$ cat src/rtl/mem_arbiter_rr_pkg.sv
// Shared constants for the memory-port arbiter: FSM encodings, arbitration modes
// and the watchdog counter sizing helper.
package mem_arbiter_rr_pkg;

    localparam logic [1:0] ST_IDLE = 2'd0;
    localparam logic [1:0] ST_BUSY = 2'd1;
    localparam logic [1:0] ST_RESP = 2'd2;

    localparam logic ARB_FIXED = 1'b0;
    localparam logic ARB_RR    = 1'b1;

    // A disabled watchdog (timeout 0) still gets a 1-bit counter so no port is zero-width.
    function automatic int wd_cnt_width(input int timeout_cyc);
        return (timeout_cyc > 0) ? $clog2(timeout_cyc + 1) : 1;
    endfunction

endpackage

$ cat src/rtl/mem_arbiter_rr_picker.sv
// Combinational winner selection: fixed priority (lowest index) or round-robin
// starting just after the last winner. Produces both a one-hot grant and its index.
module rr_picker #(
    parameter int NUM_PORTS = 4,
    parameter int IDX_W     = $clog2(NUM_PORTS)
) (
    input  logic [NUM_PORTS-1:0] req,
    input  logic [IDX_W-1:0]     last,
    input  logic                 mode,
    output logic [NUM_PORTS-1:0] grant,
    output logic [IDX_W-1:0]     grant_idx,
    output logic                 valid
);

    logic [IDX_W-1:0] cand;

    always_comb begin
        grant     = '0;
        grant_idx = '0;
        valid     = 1'b0;
        cand      = '0;
        for (int i = 0; i < NUM_PORTS; i++) begin
            cand = IDX_W'(mode ? ((int'(last) + 1 + i) % NUM_PORTS) : i);
            if (!valid && req[cand]) begin
                valid       = 1'b1;
                grant[cand] = 1'b1;
                grant_idx   = cand;
            end
        end
    end

endmodule

$ cat src/rtl/mem_arbiter_rr.sv
// N-port arbiter onto one shared memory port. The winner's command is latched at grant
// and held on mem_* until mem_ready or the watchdog ends the transaction.
module mem_arbiter_rr
    import mem_arbiter_rr_pkg::*;
#(
    parameter int NUM_PORTS   = 4,
    parameter int ADDR_W      = 32,
    parameter int DATA_W      = 128,
    parameter int ARB_MODE    = 1,
    parameter int TIMEOUT_CYC = 256
) (
    input  logic                          clk,
    input  logic                          rst,
    input  logic [NUM_PORTS-1:0]          req,
    input  logic [NUM_PORTS-1:0]          we,
    input  logic [NUM_PORTS*ADDR_W-1:0]   addr,
    input  logic [NUM_PORTS*DATA_W-1:0]   wdata,
    output logic [DATA_W-1:0]             rdata,
    output logic [NUM_PORTS-1:0]          ready,
    output logic [NUM_PORTS-1:0]          err,
    output logic [$clog2(NUM_PORTS)-1:0]  grant_id,
    output logic                          busy,
    output logic                          mem_req,
    output logic                          mem_we,
    output logic [ADDR_W-1:0]             mem_addr,
    output logic [DATA_W-1:0]             mem_wdata,
    input  logic [DATA_W-1:0]             mem_rdata,
    input  logic                          mem_ready
);

    localparam int   IDX_W   = $clog2(NUM_PORTS);
    localparam int   CNT_W   = wd_cnt_width(TIMEOUT_CYC);
    localparam logic ARB_SEL = (ARB_MODE == 0) ? ARB_FIXED : ARB_RR;

    // Handshake: a requester raises req[p] with its command and holds req until it sees
    // ready[p] (err[p] marks a timed-out completion). mem_req stays high with a stable
    // command until the cycle mem_ready is sampled high; mem_ready is ignored otherwise.
    logic [1:0]           state_q, state_d;
    logic [IDX_W-1:0]     last_q, last_d;
    logic [IDX_W-1:0]     grant_id_q, grant_id_d;
    logic [NUM_PORTS-1:0] owner_oh_q, owner_oh_d;
    logic                 mem_req_q, mem_req_d;
    logic                 mem_we_q, mem_we_d;
    logic [ADDR_W-1:0]    mem_addr_q, mem_addr_d;
    logic [DATA_W-1:0]    mem_wdata_q, mem_wdata_d;
    logic [DATA_W-1:0]    rdata_q, rdata_d;
    logic [NUM_PORTS-1:0] ready_q, ready_d;
    logic [NUM_PORTS-1:0] err_q, err_d;
    logic [CNT_W-1:0]     cnt_q, cnt_d;

    logic [NUM_PORTS-1:0] pick_oh;
    logic [IDX_W-1:0]     pick_idx;
    logic                 pick_valid;
    logic                 wd_expire;

    rr_picker #(.NUM_PORTS(NUM_PORTS), .IDX_W(IDX_W)) u_picker (
        .req       (req),
        .last      (last_q),
        .mode      (ARB_SEL),
        .grant     (pick_oh),
        .grant_idx (pick_idx),
        .valid     (pick_valid)
    );

    assign wd_expire = (TIMEOUT_CYC != 0) && (int'(cnt_q) == TIMEOUT_CYC - 1);

    always_comb begin
        state_d     = state_q;
        last_d      = last_q;
        grant_id_d  = grant_id_q;
        owner_oh_d  = owner_oh_q;
        mem_req_d   = mem_req_q;
        mem_we_d    = mem_we_q;
        mem_addr_d  = mem_addr_q;
        mem_wdata_d = mem_wdata_q;
        rdata_d     = rdata_q;
        ready_d     = '0;
        err_d       = '0;
        cnt_d       = cnt_q;
        case (state_q)
            ST_IDLE: begin
                if (pick_valid) begin
                    mem_we_d    = we[pick_idx];
                    mem_addr_d  = addr[int'(pick_idx)*ADDR_W +: ADDR_W];
                    mem_wdata_d = wdata[int'(pick_idx)*DATA_W +: DATA_W];
                    grant_id_d  = pick_idx;
                    last_d      = pick_idx;
                    owner_oh_d  = pick_oh;
                    mem_req_d   = 1'b1;
                    cnt_d       = '0;
                    state_d     = ST_BUSY;
                end
            end
            ST_BUSY: begin
                // A completion arriving on the expiry cycle takes precedence over the timeout.
                if (mem_ready) begin
                    rdata_d   = mem_we_q ? '0 : mem_rdata;
                    mem_req_d = 1'b0;
                    ready_d   = owner_oh_q;
                    state_d   = ST_RESP;
                end else if (wd_expire) begin
                    rdata_d   = '0;
                    mem_req_d = 1'b0;
                    ready_d   = owner_oh_q;
                    err_d     = owner_oh_q;
                    state_d   = ST_RESP;
                end else if (cnt_q != {CNT_W{1'b1}}) begin
                    cnt_d = cnt_q + CNT_W'(1);
                end
            end
            ST_RESP: state_d = ST_IDLE;
            default: state_d = ST_IDLE;
        endcase
    end

    always_ff @(posedge clk or posedge rst) begin
        if (rst) begin
            state_q     <= ST_IDLE;
            last_q      <= IDX_W'(NUM_PORTS - 1);
            grant_id_q  <= '0;
            owner_oh_q  <= '0;
            mem_req_q   <= 1'b0;
            mem_we_q    <= 1'b0;
            mem_addr_q  <= '0;
            mem_wdata_q <= '0;
            rdata_q     <= '0;
            ready_q     <= '0;
            err_q       <= '0;
            cnt_q       <= '0;
        end else begin
            state_q     <= state_d;
            last_q      <= last_d;
            grant_id_q  <= grant_id_d;
            owner_oh_q  <= owner_oh_d;
            mem_req_q   <= mem_req_d;
            mem_we_q    <= mem_we_d;
            mem_addr_q  <= mem_addr_d;
            mem_wdata_q <= mem_wdata_d;
            rdata_q     <= rdata_d;
            ready_q     <= ready_d;
            err_q       <= err_d;
            cnt_q       <= cnt_d;
        end
    end

    assign rdata     = rdata_q;
    assign ready     = ready_q;
    assign err       = err_q;
    assign grant_id  = grant_id_q;
    assign busy      = (state_q != ST_IDLE);
    assign mem_req   = mem_req_q;
    assign mem_we    = mem_we_q;
    assign mem_addr  = mem_addr_q;
    assign mem_wdata = mem_wdata_q;

endmodule

$ cat config.mk
export PLATFORM = sky130hd
export DESIGN_NAME = mem_arbiter_rr
export DESIGN_NICKNAME = d
export VERILOG_FILES = /design/src/rtl/mem_arbiter_rr_pkg.sv /design/src/rtl/mem_arbiter_rr_picker.sv /design/src/rtl/mem_arbiter_rr.sv
export SDC_FILE = /design/constraint.sdc
export NUM_CORES = 1
export LEC_CHECK = 0
export BUFFER_PORTS_ARGS = -buffer_cell sky130_fd_sc_hd__buf_4
export CELL_PAD_IN_SITES_DETAIL_PLACEMENT = 1
export CELL_PAD_IN_SITES_GLOBAL_PLACEMENT = 2
export CORE_AREA = 2 2 422 424
export CTS_CLUSTER_SIZE = 40
export DETAILED_ROUTE_END_ITERATION = 10
export DIE_AREA = 0 0 424 426
export PLACE_DENSITY_LB_ADDON = 0.1
export SLEW_MARGIN = 20
export SYNTH_ARGS = -nofsm -noshare
export SYNTH_HDL_FRONTEND = slang
export SYNTH_SLANG_ARGS = --single-unit
export TNS_END_PERCENT = 100
$ cat constraint.sdc
create_clock -name clk -period 12.9 [get_ports clk]
set_clock_uncertainty 0.15 [all_clocks]
set_input_delay 1.29 -clock clk [delete_from_list [all_inputs] [get_ports clk]]
set_output_delay 1.29 -clock clk [all_outputs]
set_load 0.01 [all_outputs]
## Word-level counts from Yosys, hierarchy flattened

Cells that the tools add are included.

- Add/subtract/negate cells: 5
- Shift-type cells: 2
- Reductions and logical operators: 19
- Magnitude comparators: 9
- Equality and inequality tests: 8
- Bitwise operators: 3
- Mux-type cells: 51

Operators with widths:

| operator | count |
|---|---|
| 512-bit by 10-bit indexed part select with 128-bit output | 1 |
| 128-bit two-way mux | 3 |
| 128-bit by 8-bit indexed part select with 32-bit output | 1 |
| 4-bit two-way mux | 9 |
| 9-bit two-way mux | 4 |
| 9-bit case mux with 2 select lines | 1 |
| 1-bit two-way mux | 16 |
| 2-bit by 3-bit less-than comparator with 1-bit output (second input constant) | 5 |
| 2-bit two-way mux | 7 |
| 4-bit OR | 3 |
| 1-bit binary-select mux with 2-bit select | 5 |
| 9-bit by 1-bit adder with 9-bit output (second input constant) | 1 |
| 9-bit == test (second input constant) | 1 |
| 9-bit != test (second input constant) | 1 |
| 1-bit demux with 2-bit select | 4 |
| 2-bit by 1-bit >= comparator with 1-bit output (second input constant) | 4 |
| 2-bit != test (second input constant) | 4 |
| 1-bit logical AND | 7 |
| 2-bit AND reduction | 3 |
| 2-bit nonzero test | 3 |
| 5-bit AND reduction | 1 |
| 2-bit by 1-bit adder with 2-bit output (second input constant) | 2 |
| 2-bit adder (second input constant) | 2 |
| 2-bit case mux with 2 select lines | 1 |
| other kinds (6) | 8 |

- Bits of input ports: 779
- Output and inout bits: 301
- Flip-flop bits (word level): 317

## Logic depth before layout (Yosys ltp)

Gate-level depths: netlist of the first run.

- Depth in word-level cells: 15
- Depth in mapped cells: 18
- Mapped depth without buffers: 9

## Modules after synthesis

Synthesis of the first run repeated with hierarchy kept, for this count alone.

- Cells, all modules: 1003
- Area, all modules: 16040.4 µm²

Modules (own cells, without submodules):

| module | cells an instance | times used | area an instance (µm²) | sequential area each (µm²) |
|---|---|---|---|---|
| mem_arbiter_rr | 935 | 1 | 15603.7 | 7935.1 |
| rr_picker | 68 | 1 | 436.7 | 0.0 |

## Worst setup path after synthesis of the first run

OpenSTA, ideal clock, no wires.

- Kind: reg-to-reg
- Start: reg last_q[0]
- End: reg mem_wdata_q[68], in the netlist mem_wdata[68]
- Clock period less this slack: 4075 ps
- Required time: 12624 ps
- Cell stages (with the launch flop): 16
- Arrival: 3799 ps
- Path buffers: 7
- Setup time: 126 ps
- Slack: 8825 ps
- Cells stage by stage: dfstp_2 > buf_4 > inv_2 > clkbuf_1 > clkbuf_1 > clkbuf_1 > clkbuf_1 > ha_1 > mux4_2 > nor2_2 > nor2_2 > buf_2 > buf_2 > a221oi_1 > nor3_1 > a311o_1

- Longest elaborated chain between the ends: 14

Ends and longest elaborated chain:

| element | RTL line | text |
|---|---|---|
| start, declared | mem_arbiter_rr.sv:39 | `logic [IDX_W-1:0] last_q, last_d;` |
| start signal, assigned | mem_arbiter_rr.sv:119 | `last_q <= IDX_W'(NUM_PORTS - 1);` |
| start signal, assigned | mem_arbiter_rr.sv:132 | `last_q <= last_d;` |
| 2-bit by 1-bit adder with 2-bit output (*) | mem_arbiter_rr_picker.sv:23 | `cand = IDX_W'(mode ? ((int'(last) + 1 + i) % NUM_PORTS) : i);` |
| parallel branches: the longest is 13 deep, another holds 2-bit adder | n/a |  |
| end signal, assigned | mem_arbiter_rr.sv:138 | `mem_wdata_q <= mem_wdata_d;` |
| end, declared | mem_arbiter_rr.sv:45 | `logic [DATA_W-1:0] mem_wdata_q, mem_wdata_d;` |

Every way passes the cells marked *. The select of a mux whose other input is x is not followed.
A chain may end at the register's enable or synchronous reset.

## Final worst setup path of the first run

- Start: reg last_q[0]
- End: reg mem_wdata_q[86], in the netlist mem_wdata[86]

Same word-level chain as after synthesis.

==> results of run 1 <==
[how the worst max path moves through the flow]
| stage | endpoint | startpoint | cells after the start | slack [ns] |
|---|---|---|---|---|
| 3_5_place_dp | mem_addr[14] | last_q[0] | 12 | 6.45 |
| 6_report | mem_wdata[86] | last_q[0] | 12 | 6.43 |
| 5_1_grt | mem_wdata[71] | last_q[0] | 12 | 6.12 |
| 2_1_floorplan | cnt_q[0] | rst | 1 | 2.69 |
| 3_3_place_gp | mem_wdata[71] | last_q[0] | 12 | 6.45 |
| 4_1_cts | mem_wdata[71] | last_q[0] | 12 | 6.39 |
[metrics by stage]
step	instance area, um^2	cells	power [mW]	hold WS, ns	setup WS (ns)
6_report	37600	6130	10.5	0.341	6.43
5_1_grt	37600	6123	11.3	0.365	6.12
4_1_cts	37500	6082	10.7	0.345	6.39
3_5_place_dp	35700	5991	9.14	0.325	6.45
3_3_place_gp	35700	5991	9.15	0.321	6.45
2_1_floorplan	25600	2899	6.06	0.318	2.69
[kinds of logic after synthesis]
kind of cell             count (synthesis)
AO/OA/AOI/OAI                         1289
AND/OR/NAND/NOR                        562
buffers and inverters                  390
multiplexers                           326
flip-flops                             317
adder cells (fa/ha/maj)                  9
XOR/XNOR                                 6
[Yosys cell counts (3+ instances only)]
| cell type | instances | area, um^2 |
|---|---|---|
| ha_1 | 9 | 113 |
| inv_1 | 6 | 22.5 |
| dfrtp_1 | 315 | 7880 |
| buf_1 | 13 | 48.8 |
| a22o_1 | 128 | 1120 |
| xnor2_1 | 3 | 26.3 |
| xor2_1 | 3 | 26.3 |
| o22ai_1 | 162 | 1010 |
| and2_1 | 10 | 62.6 |
| a221oi_1 | 322 | 2820 |
| nor2_2 | 4 | 25.0 |
| a222oi_1 | 4 | 40.0 |
| mux2i_1 | 322 | 3220 |
| nand3_1 | 3 | 15.0 |
| a311o_1 | 161 | 1610 |
| o21ai_0 | 168 | 841 |
| a31oi_1 | 4 | 25.0 |
| o31ai_1 | 162 | 1220 |
| o221ai_1 | 162 | 1420 |
| clkbuf_1 | 301 | 1130 |
| nor2_1 | 16 | 60.1 |
| nand2_1 | 346 | 1300 |
| nor3_1 | 164 | 821 |
| a21oi_1 | 8 | 40.0 |
| buf_2 | 67 | 335 |
[layout make-up]
type	count	area, um^2
clock inverters	12	150
diodes	48	120
multi-input cells	2192	16200
well taps	2340	2930
repair buffers	1135	8580
clock buffers	79	1610
inverters	7	41.3
flip-flops and latches	317	7940
fillers	20400	138000
[power by group]
part | internal [mW] | total [mW] | switching (mW)
combinational | 2.64 | 7.18 | 4.53
sequential | 1.47 | 1.80 | 0.330
clock | 0.880 | 1.52 | 0.637
total | 4.99 | 10.5 | 5.50
[registers in the layout (all words and copies together), names as in the netlist, 2 cells and up]
signal and flops:
rdata 128, owner_oh_q 4, state_q 2, err 4, cnt_q 9, grant_id 2, mem_addr 32, ready 4
mem_wdata 128, last_q 2
[routing by layer]
layer | up-vias | global-route usage, %
met1 | 16000 | 23.9
met4 | 8 | 6.78
met5 | - | 0
li1 | 13700 | -
met2 | 928 | 35.5
met3 | 215 | 3.52
[worst max-delay path: stages, from the launching register on]
cell,delay (ns)
dfstp_4,1.04
inv_8,0.38
buf_12,0.35
ha_1,0.46
or2_2,0.33
and4b_1,0.25
o21ai_4,0.14
buf_4,0.73
buf_4,0.73
buf_4,0.77
o22ai_1,0.17
o21ai_0,0.23
a311o_1,0.20
==> results.sh, run 1 <==
export IMPL_hp_start="grant_id[1]"
export IMPL_start_util_pct=14.6
export IMPL_wl_per_cell_um=31.1
export IMPL_core_area_um2=176000
export IMPL_num_nets_final=4494
export IMPL_fin_util_pct=21.4
export IMPL_drv_slew=0
export IMPL_synthFlopType="dfrtp_1"
export IMPL_p_leak_nw=15.7
export IMPL_synth_top_family_by_area="compound AO/OA/AOI/OAI gates"
export IMPL_critPathLaunchType="flop"
export IMPL_syn_area_um2=25600
export IMPL_synthAdderAreaFrac_pct=0.440
export IMPL_power_density_nw_per_um2=279
export IMPL_grt_pass1_vias=31700
export IMPL_grt_setup_unrepaired="false"
export IMPL_highest_layer="met5"
export IMPL_grt_usage_pct=19.9
export IMPL_synth_edf_count=0
export IMPL_drt_wl_total_um=191000
export IMPL_cp_max_fo=192
export IMPL_layout_common_cells="buf_4 (1130), nand2_1 (342), mux2i_1 (322), a221oi_1 (322), dfrtp_1 (315)"
export IMPL_reg2reg_depth=12
export IMPL_num_vias=30800
export IMPL_grt_pass1_wl_um=263000
export IMPL_cts_buffers=53
export IMPL_port_buffers=1079
export IMPL_peakVddDrop_v=0.000236
export IMPL_cts_root_buffer="clkbuf_16"
export IMPL_cap_violations=0
export IMPL_yosys_area_share_simple_pct=9.48
export IMPL_hold_violations=0
export IMPL_route_detailed_drc=0
export IMPL_fmax_mhz=155
export IMPL_maxSlewHeadroom_pct=21.3
export IMPL_worst_slew_pin_slew_ns=1.18
export IMPL_clock_path_buffers=3
export IMPL_dieHeight_um=426
export IMPL_synth_nets=3687
export IMPL_r2r_end="mem_wdata[86]"
export IMPL_yosysSeqAreaShare_pct=31.0
export IMPL_grt_max_degree=193
export IMPL_synth_distinct_cells=50
export IMPL_drive_gt1_share_pct=33.3
export IMPL_synth_compound_area_share_pct=40.0
export IMPL_r2r_slack_ns=6.43
export IMPL_ctsResizeCount=0
export IMPL_fp_dieW_um=424
export IMPL_layout_area_overhead_vs_synth_pct=46.8
export IMPL_hold_depth=2
export IMPL_cts_max_level=2
export IMPL_min_period_ns=6.47
export IMPL_status="finished clean"
export IMPL_synth_xor_area_share_pct=0.205
export IMPL_hold_buffers=0
export IMPL_hold_class="flop to flop"
export IMPL_critPathKind="flop to flop"
export IMPL_setup_tns_ns=0
export IMPL_synthMuxAreaShare_pct=12.8
export IMPL_synthCells=2899
export IMPL_dr_pass1_iters=7
export IMPL_min_period_over_period_pct=50.1
export IMPL_crit_arrival_ns=6.91
export IMPL_layout_commonest_cell="buf_4"
export IMPL_rows=154
export IMPL_drt_iter0_drc=1821
export IMPL_cp_data_required_time_ns=13.34
export IMPL_ant_nets=0
export IMPL_ioPinCount=1080
export IMPL_worst_hold_path_endpoint="grant_id[1]"
export IMPL_synth_warnings=0
export IMPL_cts_tree="yes"
export IMPL_reg2reg_from="last_q[0]"
export IMPL_clock_sinks=317
export IMPL_ys_async_sr_fraction_pct=100
export IMPL_met1Wirelength_um=77900
export IMPL_path_clk_slew_ns=0.06
export IMPL_dpl_hpwl_um=129000
export IMPL_synth_avg_cell_area_um2=8.83
export IMPL_antenna_found_initial=68
export IMPL_synth_seq_cells=317
export IMPL_cts_setup_buffers=0
export IMPL_vias_per_cell=5.03
export IMPL_setup_viol=0
export IMPL_clk_latency_ns=0.68
export IMPL_grt_remaining_overflow=0
export IMPL_die_area_um2=181000
export IMPL_place_congestion=0.773
export IMPL_wl_met3_um=8860
export IMPL_cp_end_kind="flop"
export IMPL_wl_met2_um=97800
No activity file was read; power rests on OpenSTA's default activity.
==> inputs of run 2 (changes only) <==
==> constraint.sdc (replaced) <==
create_clock -name clk -period 6.55 [get_ports clk]
set_clock_uncertainty 0.15 [all_clocks]
set_input_delay 0.655 -clock clk [delete_from_list [all_inputs] [get_ports clk]]
set_output_delay 0.655 -clock clk [all_outputs]
set_load 0.01 [all_outputs]
==> run 2 against run 1 <==
Net effect: final cell count grew 0.57%; cell area grew 1.6%; sequential share of layout area shrank 0.33 points; routed wire length shrank 0.45%; critical endpoint is now mem_wdata[95]; largest cell class unchanged; setup slack lost 4.7 ns.
==> results.sh, run 2 (synthesized netlist as in run 1, its figures left out) <==
export IMPL_critPathLaunchType="flop"
export IMPL_grt_pass1_vias=31800
export IMPL_maxSlewHeadroom_pct=22.4
export IMPL_post_place_cells=5993
export IMPL_cts_max_level=2
export IMPL_hold_violations=0
export IMPL_cts_tree="yes"
export IMPL_cp_end_kind="flop"
export IMPL_grt_remaining_overflow=0
export IMPL_critPathKind="flop to flop"
export IMPL_drive_gt1_share_pct=32.8
export IMPL_layout_area_overhead_vs_synth_pct=49.2
export IMPL_rows=154
export IMPL_path_clk_slew_ns=0.06
export IMPL_cp_data_required_time_ns=6.97
export IMPL_grt_pass1_wl_um=263000
export IMPL_num_vias=31000
export IMPL_dr_pass1_iters=7
export IMPL_ctsResizeCount=0
export IMPL_wl_per_cell_um=30.8
export IMPL_cap_violations=0
export IMPL_power_density_nw_per_um2=551
export IMPL_crit_buf_inv=2
export IMPL_cts_setup_buffers=0
export IMPL_route_detailed_drc=0
export IMPL_num_fill_cells=20500
export IMPL_hold_class="input pin to flop"
export IMPL_worst_slew_pin_slew_ns=1.16
export IMPL_port_buffers=1079
export IMPL_clk_latency_ns=0.65
export IMPL_multi_input_area_um2=16200
export IMPL_start_util_pct=14.6
export IMPL_setup_tns_ns=0
export IMPL_drt_wl_total_um=190000
export IMPL_cp_max_fo=54
export IMPL_ant_nets=0
export IMPL_grt_setup_unrepaired="false"
export IMPL_dpl_hpwl_um=127000
export IMPL_clock_sinks=317
export IMPL_fmax_mhz=206
export IMPL_cts_root_buffer="clkbuf_16"
export IMPL_setup_viol=0
export IMPL_peakVddDrop_v=0.000480
export IMPL_layout_common_cells="buf_4 (1113), nand2_1 (342), mux2i_1 (322), a221oi_1 (322), dfrtp_1 (315)"
export IMPL_status="finished clean"
export IMPL_num_nets_final=4530
export IMPL_min_period_ns=4.86
export IMPL_vias_per_cell=5.03
export IMPL_ioPinCount=1080
export IMPL_finalNonFillerCells=6165
export IMPL_fp_dieW_um=424
export IMPL_p_leak_nw=15.9
export IMPL_grt_max_degree=165
export IMPL_timing_final_ws_setup_ns=1.69
export IMPL_layout_commonest_cell="buf_4"
export IMPL_cpPeakStageDelay_ns=0.91
export IMPL_regArea_um2=7940
export IMPL_grt_usage_pct=19.8
export IMPL_min_period_over_period_pct=74.2
export IMPL_crit_slowest_cell="dfstp_4"
export IMPL_clock_path_buffers=3
export IMPL_dieHeight_um=426
export IMPL_core_area_um2=176000
export IMPL_cts_buffers=50
export IMPL_fin_area_um2=38200
export IMPL_die_area_um2=181000
export IMPL_crit_arrival_ns=5.28
export IMPL_crit_family="simple AND/OR/NAND/NOR gates"
export IMPL_place_congestion=0.791
export IMPL_drv_slew=0
export IMPL_place_ws_ns=1.56
export IMPL_drt_iter0_drc=2029
export IMPL_r2r_slack_ns=1.69
export IMPL_crit_chain="inv_8 > ha_1 > o22ai_1 > a21oi_1 > o21ai_1 > and2_1 > nand3_4 > buf_12 > nor3_1 > a311o_1"
export IMPL_antenna_found_initial=65
export IMPL_place_area_um2=36000
[run 2: changes by cell type in the layout (fill, tap and decap cells not counted)]
cell,change
inv_8,-1
clkbuf_8,-9
buf_4,-17
dlygate4sd3_1,+37
clkinv_2,-3
clkbuf_1,+9
diode_2,-4
bufinv_16,+6
inv_16,-1
clkinvlp_4,+1
buf_12,+19
clkbuf_16,-3
clkinv_8,+1
[run 2: worst paths after layout]
kind | start | end | cells past startpoint
max | last_q[0] | mem_wdata[95] | 10
min in group asynchronous | rst | rdata[18] | 4
max reg2reg | last_q[0] | mem_wdata[95] | 10
max in group asynchronous | rst | rdata[43] | 5
min reg2reg | mem_req | mem_req | 2
min | mem_rdata[29] | rdata[29] | 2
[run 2: cell type report]
type / instances / area share, %
tap: 2340 / 7.66
clock buffer: 76 / 3.79
inverter: 7 / 0.0983
multi-input combinational: 2192 / 42.5
timing repair buffer: 1174 / 24.1
sequential: 317 / 20.8
antenna: 44 / 0.288
clock inverter: 15 / 0.816
[run 2: routing by layer]
| metal | wire [um] | global-route usage [%] | up-vias |
|---|---|---|---|
| met5 | 169 | 0 | - |
| met4 | 4820 | 7.05 | 24 |
| met3 | 9590 | 3.77 | 178 |
| met2 | 97600 | 34.9 | 969 |
| met1 | 77500 | 23.9 | 16100 |
| li1 | - | - | 13800 |
[run 2: power by group]
part / leakage [nW] / internal (mW) / total (mW) / switching [mW]
combinational: 11.1 / 5.40 / 14.5 / 9.07
clock: 0.855 / 1.80 / 3.04 / 1.23
sequential: 3.99 / 2.89 / 3.53 / 0.643
total: 15.9 / 10.1 / 21.0 / 10.9
[run 2: through the flow]
stage	power, mW	hold slack (ns)	utilization (%)
3_3_place_gp	18.4	0.313	20.5
3_5_place_dp	18.3	0.321	20.5
5_1_grt	22.6	0.0111	21.7
6_report	21.0	0.0645	21.7
2_1_floorplan	11.9	0.318	-
4_1_cts	21.6	0.0000437	21.7
[run 2: what timing repair did]
action                                 4_1_cts  5_1_grt
hold buffers                                37        0
setup endpoints to repair                    0        0
endpoints found under the hold margin       41        0
